$ cat src/rtl/link_motion_ctrl_if.sv
// ---------------------------------------------------------------------------
// link_motion_ctrl_if
//   Bundles the per-frame control inputs and the sprite state outputs of
//   link_motion_ctrl so the controller can be dropped between the keyboard
//   keycode register, the frame tick source and the sprite renderer.
//
//   Signals:
//     frame_tick  1  one-cycle pulse per frame (start of vertical blank)
//     keycode     8  current key code
//     collision   1  background wall hit at the current sprite position
//     spriteX    10  sprite left column
//     spriteY    10  sprite top row
//     facing      2  0 down, 1 up, 2 left, 3 right
//     anim_frame  1  walk-cycle frame
//     sprite_sel  3  {facing, anim_frame}, sprite ROM/palette index
//     moving      1  high while walking
//
//   Modports:
//     master  drives the inputs, observes the sprite state
//     slave   the motion controller itself
// ---------------------------------------------------------------------------
interface link_motion_ctrl_if;
    logic       frame_tick;
    logic [7:0] keycode;
    logic       collision;
    logic [9:0] spriteX;
    logic [9:0] spriteY;
    logic [1:0] facing;
    logic       anim_frame;
    logic [2:0] sprite_sel;
    logic       moving;

    modport master (
        output frame_tick, keycode, collision,
        input  spriteX, spriteY, facing, anim_frame, sprite_sel, moving
    );

    modport slave (
        input  frame_tick, keycode, collision,
        output spriteX, spriteY, facing, anim_frame, sprite_sel, moving
    );
endinterface

$ cat src/rtl/link_motion_ctrl.sv
// ---------------------------------------------------------------------------
// link_motion_ctrl
//   Player sprite motion sequencer. Once per frame (on frame_tick) it decodes
//   the keycode into a facing direction, moves the sprite by STEP pixels
//   inside the playfield, runs the two-frame walk animation and backs out a
//   step that ran into a wall.
//
//   Ports:
//     vga_clk   in   pixel clock, the only clock
//     reset_n   in   asynchronous active-low reset
//     bus       slave side of link_motion_ctrl_if
//                 in : frame_tick, keycode, collision
//                 out: spriteX, spriteY, facing, anim_frame, sprite_sel, moving
//
//   All state and every output is registered and only changes on a clock
//   edge where frame_tick is high, so the renderer sees stable values for
//   the whole active frame that follows the tick.
//
//   Build option:
//     SPRITE_WRAP_EN  when defined, a step that leaves the playfield wraps
//                     to the opposite edge instead of clamping at the edge.
// ---------------------------------------------------------------------------
module link_motion_ctrl #(
    parameter int X_INIT    = 320,
    parameter int Y_INIT    = 240,
    parameter int X_MIN     = 0,
    parameter int X_MAX     = 608,
    parameter int Y_MIN     = 0,
    parameter int Y_MAX     = 448,
    parameter int STEP      = 1,
    parameter int FRAME_DIV = 8
) (
    input  logic              vga_clk,
    input  logic              reset_n,
    link_motion_ctrl_if.slave bus
);

    localparam int CNT_W = (FRAME_DIV > 2) ? $clog2(FRAME_DIV) : 1;
    localparam logic [CNT_W-1:0] CNT_LAST = CNT_W'(FRAME_DIV - 1);

    localparam logic signed [10:0] STEP_S  = 11'(STEP);
    localparam logic signed [10:0] X_MIN_S = 11'(X_MIN);
    localparam logic signed [10:0] X_MAX_S = 11'(X_MAX);
    localparam logic signed [10:0] Y_MIN_S = 11'(Y_MIN);
    localparam logic signed [10:0] Y_MAX_S = 11'(Y_MAX);

    localparam logic [1:0] DIR_DOWN  = 2'd0;
    localparam logic [1:0] DIR_UP    = 2'd1;
    localparam logic [1:0] DIR_LEFT  = 2'd2;
    localparam logic [1:0] DIR_RIGHT = 2'd3;

    typedef enum logic [1:0] {
        IDLE    = 2'd0,
        WALK    = 2'd1,
        BLOCKED = 2'd2
    } state_t;

    // Bring an out-of-range coordinate back into [lo, hi].
    function automatic logic [9:0] fit(
        input logic signed [10:0] v,
        input logic signed [10:0] lo,
        input logic signed [10:0] hi
    );
        logic signed [10:0] r;
`ifdef SPRITE_WRAP_EN
        if (v > hi)
            r = lo + (v - hi - 11'sd1);
        else if (v < lo)
            r = hi - (lo - v - 11'sd1);
        else
            r = v;
`else
        if (v > hi)
            r = hi;
        else if (v < lo)
            r = lo;
        else
            r = v;
`endif
        return r[9:0];
    endfunction

    state_t           state_reg;
    logic [9:0]       x_reg;
    logic [9:0]       y_reg;
    logic [9:0]       prev_x_reg;
    logic [9:0]       prev_y_reg;
    logic [1:0]       facing_reg;
    logic [1:0]       last_dir_reg;
    logic [CNT_W-1:0] anim_cnt_reg;
    logic             anim_frame_reg;
    logic [2:0]       sprite_sel_reg;
    logic             moving_reg;

    logic             dir_valid;
    logic [1:0]       dir;
    logic signed [10:0] x_try;
    logic signed [10:0] y_try;
    logic [9:0]       x_next;
    logic [9:0]       y_next;
    logic [CNT_W-1:0] anim_cnt_next;
    logic             anim_frame_next;
    logic             take_step;

    // Keycode decode, candidate step position and animation advance.
    always_comb begin
        dir_valid = 1'b1;
        dir       = DIR_DOWN;
        case (bus.keycode)
            8'h1A:   dir = DIR_UP;
            8'h16:   dir = DIR_DOWN;
            8'h04:   dir = DIR_LEFT;
            8'h07:   dir = DIR_RIGHT;
            default: dir_valid = 1'b0;
        endcase

        x_try = $signed({1'b0, x_reg});
        y_try = $signed({1'b0, y_reg});
        case (dir)
            DIR_UP:    y_try = $signed({1'b0, y_reg}) - STEP_S;
            DIR_DOWN:  y_try = $signed({1'b0, y_reg}) + STEP_S;
            DIR_LEFT:  x_try = $signed({1'b0, x_reg}) - STEP_S;
            default:   x_try = $signed({1'b0, x_reg}) + STEP_S;
        endcase
        x_next = fit(x_try, X_MIN_S, X_MAX_S);
        y_next = fit(y_try, Y_MIN_S, Y_MAX_S);

        if (anim_cnt_reg == CNT_LAST) begin
            anim_cnt_next   = '0;
            anim_frame_next = ~anim_frame_reg;
        end else begin
            anim_cnt_next   = anim_cnt_reg + 1'b1;
            anim_frame_next = anim_frame_reg;
        end

        // A step is taken from IDLE on any key, from WALK unless a wall was
        // hit (the wall wins over the key), and from BLOCKED only when the
        // player turns away from the direction that ran into the wall.
        take_step = 1'b0;
        if (dir_valid) begin
            case (state_reg)
                IDLE:    take_step = 1'b1;
                WALK:    take_step = ~bus.collision;
                BLOCKED: take_step = (dir != last_dir_reg);
                default: take_step = 1'b0;
            endcase
        end
    end

    always_ff @(posedge vga_clk or negedge reset_n) begin
        if (!reset_n) begin
            state_reg      <= IDLE;
            x_reg          <= 10'(X_INIT);
            y_reg          <= 10'(Y_INIT);
            prev_x_reg     <= 10'(X_INIT);
            prev_y_reg     <= 10'(Y_INIT);
            facing_reg     <= DIR_DOWN;
            last_dir_reg   <= DIR_DOWN;
            anim_cnt_reg   <= '0;
            anim_frame_reg <= 1'b0;
            sprite_sel_reg <= 3'd0;
            moving_reg     <= 1'b0;
        end else if (bus.frame_tick) begin
            if (take_step) begin
                // A clamped step still counts as a step: prev is saved and
                // the walk animation keeps cycling.
                prev_x_reg     <= x_reg;
                prev_y_reg     <= y_reg;
                x_reg          <= x_next;
                y_reg          <= y_next;
                facing_reg     <= dir;
                last_dir_reg   <= dir;
                anim_cnt_reg   <= anim_cnt_next;
                anim_frame_reg <= anim_frame_next;
                sprite_sel_reg <= {dir, anim_frame_next};
                moving_reg     <= 1'b1;
                state_reg      <= WALK;
            end else begin
                case (state_reg)
                    IDLE: begin
                        anim_cnt_reg   <= '0;
                        anim_frame_reg <= 1'b0;
                        sprite_sel_reg <= {facing_reg, 1'b0};
                        moving_reg     <= 1'b0;
                    end
                    WALK: begin
                        if (bus.collision) begin
                            // Back out the step that entered the wall;
                            // animation freezes where it was.
                            x_reg      <= prev_x_reg;
                            y_reg      <= prev_y_reg;
                            moving_reg <= 1'b0;
                            state_reg  <= BLOCKED;
                        end else begin
                            anim_cnt_reg   <= '0;
                            anim_frame_reg <= 1'b0;
                            sprite_sel_reg <= {facing_reg, 1'b0};
                            moving_reg     <= 1'b0;
                            state_reg      <= IDLE;
                        end
                    end
                    BLOCKED: begin
                        // Still pushing into the wall: hold everything.
                        if (!dir_valid) begin
                            anim_cnt_reg   <= '0;
                            anim_frame_reg <= 1'b0;
                            sprite_sel_reg <= {facing_reg, 1'b0};
                            moving_reg     <= 1'b0;
                            state_reg      <= IDLE;
                        end
                    end
                    default: begin
                        moving_reg <= 1'b0;
                        state_reg  <= IDLE;
                    end
                endcase
            end
        end
    end

    assign bus.spriteX    = x_reg;
    assign bus.spriteY    = y_reg;
    assign bus.facing     = facing_reg;
    assign bus.anim_frame = anim_frame_reg;
    assign bus.sprite_sel = sprite_sel_reg;
    assign bus.moving     = moving_reg;

endmodule

$ cat src/flat_wrapper.sv
// flat-port wrapper written by rule: the top's interface ports become plain ports
module link_motion_ctrl_flat 
#(
    parameter int X_INIT    = 320,
    parameter int Y_INIT    = 240,
    parameter int X_MIN     = 0,
    parameter int X_MAX     = 608,
    parameter int Y_MIN     = 0,
    parameter int Y_MAX     = 448,
    parameter int STEP      = 1,
    parameter int FRAME_DIV = 8
)
  (vga_clk, reset_n, bus_frame_tick, bus_keycode, bus_collision, bus_spriteX, bus_spriteY, bus_facing, bus_anim_frame, bus_sprite_sel, bus_moving);
  link_motion_ctrl_if bus_i ();
  input  logic vga_clk;
  input  logic reset_n;
  input wire logic [$bits(bus_i.frame_tick)-1:0] bus_frame_tick;
  input wire logic [$bits(bus_i.keycode)-1:0] bus_keycode;
  input wire logic [$bits(bus_i.collision)-1:0] bus_collision;
  output wire logic [$bits(bus_i.spriteX)-1:0] bus_spriteX;
  output wire logic [$bits(bus_i.spriteY)-1:0] bus_spriteY;
  output wire logic [$bits(bus_i.facing)-1:0] bus_facing;
  output wire logic [$bits(bus_i.anim_frame)-1:0] bus_anim_frame;
  output wire logic [$bits(bus_i.sprite_sel)-1:0] bus_sprite_sel;
  output wire logic [$bits(bus_i.moving)-1:0] bus_moving;
  assign bus_i.frame_tick = bus_frame_tick;
  assign bus_i.keycode = bus_keycode;
  assign bus_i.collision = bus_collision;
  assign bus_spriteX = bus_i.spriteX;
  assign bus_spriteY = bus_i.spriteY;
  assign bus_facing = bus_i.facing;
  assign bus_anim_frame = bus_i.anim_frame;
  assign bus_sprite_sel = bus_i.sprite_sel;
  assign bus_moving = bus_i.moving;
  link_motion_ctrl #(.X_INIT(X_INIT), .Y_INIT(Y_INIT), .X_MIN(X_MIN), .X_MAX(X_MAX), .Y_MIN(Y_MIN), .Y_MAX(Y_MAX), .STEP(STEP), .FRAME_DIV(FRAME_DIV)) u_core (.vga_clk(vga_clk), .reset_n(reset_n), .bus(bus_i));
endmodule
$ cat config.mk
export PLATFORM = sky130hd
export DESIGN_NAME = link_motion_ctrl_flat
export DESIGN_NICKNAME = d
export VERILOG_FILES = /design/src/rtl/link_motion_ctrl_if.sv /design/src/rtl/link_motion_ctrl.sv /design/src/flat_wrapper.sv
export SDC_FILE = /design/constraint.sdc
export NUM_CORES = 1
export LEC_CHECK = 0
export ABC_AREA = 1
export BUFFER_PORTS_ARGS = -buffer_cell sky130_fd_sc_hd__buf_2
export CAP_MARGIN = 20
export CELL_PAD_IN_SITES_DETAIL_PLACEMENT = 1
export CELL_PAD_IN_SITES_GLOBAL_PLACEMENT = 1
export CORE_MARGIN = 1
export CORE_UTILIZATION = 46
export CTS_CLUSTER_SIZE = 8
export DETAILED_ROUTE_END_ITERATION = 6
export PLACE_DENSITY_LB_ADDON = 0.1
export SETUP_SLACK_MARGIN = 0.05
export SLEW_MARGIN = 20
export SYNTH_ARGS = -nofsm -noshare
export SYNTH_HDL_FRONTEND = slang
export SYNTH_SLANG_ARGS = --single-unit
$ cat constraint.sdc
create_clock -name vga_clk -period 5.2 [get_ports vga_clk]
set_input_delay 0.52 -clock vga_clk [delete_from_list [all_inputs] [get_ports vga_clk]]
set_output_delay 0.52 -clock vga_clk [all_outputs]
set_load 0.02 [all_outputs]
==> out/results.ini <==
[status]
status = completed

[cells_and_area]
final_util = 0.513
num-fill-cells = 1121
final_design_area_no_fill_um2 = 4200
antennaDiodeCount = 0
drive_above_1_share = 0.141
areaGrowthSynthToFinish_pct = 8.09
layout.nets = 637

[drt]
drt-initial-drc-count = 117
wl_per_cell_um = 14.9
drc_errors = 0
wirelength_um = 10500
routed-via-count = 3731
first_pass_iters = 7
final_antenna_net_count = 0
routed_via_density = 5.27

[run]
drv_cap = 0

[placement]
port_buffers = 38
hpwl_um = 7960
gp_congestion = 0.821
pre_cts_slack_ps = 1350
placed_area_um2 = 4110

[power]
p_per_area_nw_per_um2 = 342
peakVddDrop_v = 0.000148
p_leak_nw = 2.30

[die]
dieArea_um2 = 8810
ioPinCount = 39
core_area_um2 = 8180
die-height_um = 93.9
initial_utilization = 0.475
num_rows = 33
fp.dieW_um = 93.9

[sta]
hold_ws_ps = 310
fin_tns_setup_ps = 0
period_share = 0.684
worst_pin_slew_ps = 696
slew_violations = 0
hold_violations = 0
fin_ws_ps = 1640
max_freq_ghz = 0.281
max-slew-margin-rel = 0.535
clock_skew_ps = 7.77
finalSetupViolations = 0
rsz0062_at_grt = no
period_needed_ps = 3560

[yosys]
synth_nets = 604
syn_area_um2 = 3880
syn_area_per_cell_um2 = 6.82
synth_cells = 569
seq_area_frac_synth = 0.333
synth-seq-cells = 51
synth_cell_types = 38
yosys_warnings = 0

[clock_tree]
cts.sinks = 51
post_cts_buffers = 0
h-tree-depth = 2
clockBufferDepth = 2
ctsHoldBuffers = 0
tritoncts = built
clock_latency_ps = 310
cts_made_buffers = 5
ctsRootBufferMaster = clkbuf_8
clk_pin_slew_worst_paths_ps = 90
cts_resized = 0

[worst_setup_path]
setup.worst_path.class = primary input to flip-flop
end_kind = flip-flop
arrival_ps = 3760
cp-start-kind = primary input
required_ps = 5400
crit_fanout = 29

[worst_hold_path]
hold_path_class = primary input to asynchronous set/reset pin

[global_routing]
antenna_found_initial = 0
grt_max_degree = 52
first_global_vias = 3818
gr-total-overflow = 0
grt_pass1_wl_um = 18100
grt.total_usage = 0.258

[area by class of cell]
class | instances | area [µm²] | share of cell area
clock buffers | 5 | 68.8 | 0.0164
inverters | 80 | 303 | 0.0722
repair buffers | 40 | 205 | 0.0489
well taps | 105 | 131 | 0.0313
clock inverters | 3 | 18.8 | 0.00447
flip-flops and latches | 51 | 1290 | 0.308
multi-input cells | 424 | 2180 | 0.519
[where the power goes]
part	total [W]	switching, W	internal, W
logic	0.000602	0.000394	0.000208
registers	0.000599	0.000101	0.000498
clock network	0.000236	0.000141	0.0000952
[cells in the final DEF, fill, tap and decap left out, drive strengths merged]
| master | instances |
|---|---|
| a21oi | 25 |
| a31oi | 4 |
| buf | 40 |
| clkbuf | 5 |
| clkinv | 2 |
| dfrtp | 39 |
| dfstp | 12 |
| fa | 2 |
| ha | 21 |
| inv | 81 |
| nand2 | 191 |
| nand3 | 44 |
| nand3b | 3 |
| nand4 | 13 |
| nor2 | 58 |
| nor3 | 3 |
| o21a | 3 |
| o21ai | 48 |
| o21bai | 3 |
| o31ai | 1 |
| or2 | 2 |
| xnor2 | 2 |
| xor2 | 1 |
[stage by stage]
| step | cells | total power [W] |
|---|---|---|
| global route | 708 | 0.00156 |
| floorplan | 569 | 0.00102 |
| CTS | 708 | 0.00145 |
| detailed placement | 700 | 0.00121 |
| finish | 708 | 0.00144 |
| global placement | 700 | 0.00118 |
[kinds of logic (layout without fill, tap and decap cells)]
kind of cell,count (synthesis),after routing,synth area share
adders and majority gates,23,23,0.0780
buffers and inverters,94,128,0.106
AOI/OAI and AO/OA,84,84,0.120
and+or+nand+nor,314,314,0.354
DFF,51,51,0.333
xor gates and xnor gates,3,3,0.00870
[worst paths after layout]
path                                              startpoint  slack, ps  cells past startpoint                                 to
setup / recovery                              bus_keycode[3]       1640                     18  u_core.bus.spriteY[8]$_DFFE_PN0P_
hold / removal                                       reset_n        310                      2  u_core.bus.spriteY[9]$_DFFE_PN0P_
setup reg to reg           u_core.bus.spriteX[0]$_DFFE_PN0P_       2570                     17  u_core.bus.spriteX[2]$_DFFE_PN0P_
hold reg to reg             u_core.prev_y_reg[4]$_DFFE_PN1P_        470                      2   u_core.prev_y_reg[4]$_DFFE_PN1P_
max in group asynchronous                            reset_n       4450                      2    u_core.state_reg[0]$_DFFE_PN0P_
min in group vga_clk                          bus_frame_tick        470                      2    u_core.state_reg[0]$_DFFE_PN0P_
[synth_stat cells, drive strengths merged]
| cell type | n | area (µm²) |
|---|---|---|
| nand2 | 191 | 754 |
| a21oi | 25 | 140 |
| o21a | 3 | 22.5 |
| dfrtp | 39 | 976 |
| o21ai | 48 | 248 |
| xnor2 | 2 | 17.5 |
| o21bai | 3 | 22.5 |
| xor2 | 1 | 16.3 |
| o31ai | 1 | 7.51 |
| fa | 2 | 40.0 |
| nor2 | 58 | 238 |
| nor3 | 3 | 15.0 |
| nand3b | 3 | 22.5 |
| dfstp | 12 | 315 |
| inv | 80 | 303 |
| buf | 12 | 103 |
| clkbuf | 2 | 7.51 |
| nand4 | 13 | 96.3 |
| nand3 | 44 | 238 |
| a31oi | 4 | 25.0 |
| ha | 21 | 263 |
| or2 | 2 | 12.5 |
[worst max-delay path: stages]
cell     delay (ps)
buf_2            80
inv_1            30
nand2_1         130
nor2_4           70
nand2_2         460
nand2_1         520
ha_1            530
nand2_1         130
nor3_1          310
nand3_1         200
nand4_1         150
nand3_1          90
o21ai_2         200
nand2_1         100
nand2_1          70
nand2_1          40
nand2_1          50
nand2_1          50
[metal layers]
| metal | part of all wire | wire (µm) | track usage | up-vias |
|---|---|---|---|---|
| met1 | 0.51 | 5320 | 0.365 | 1809 |
| met3 | 0.017 | 179 | 0.0275 | 4 |
| met5 | 0 | 0 | 0 | - |
| met4 | 0.0022 | 23 | 0.0269 | 0 |
| li1 | - | - | - | 1879 |
| met2 | 0.48 | 5000 | 0.436 | 39 |
No activity file was read; power rests on OpenSTA's default activity.
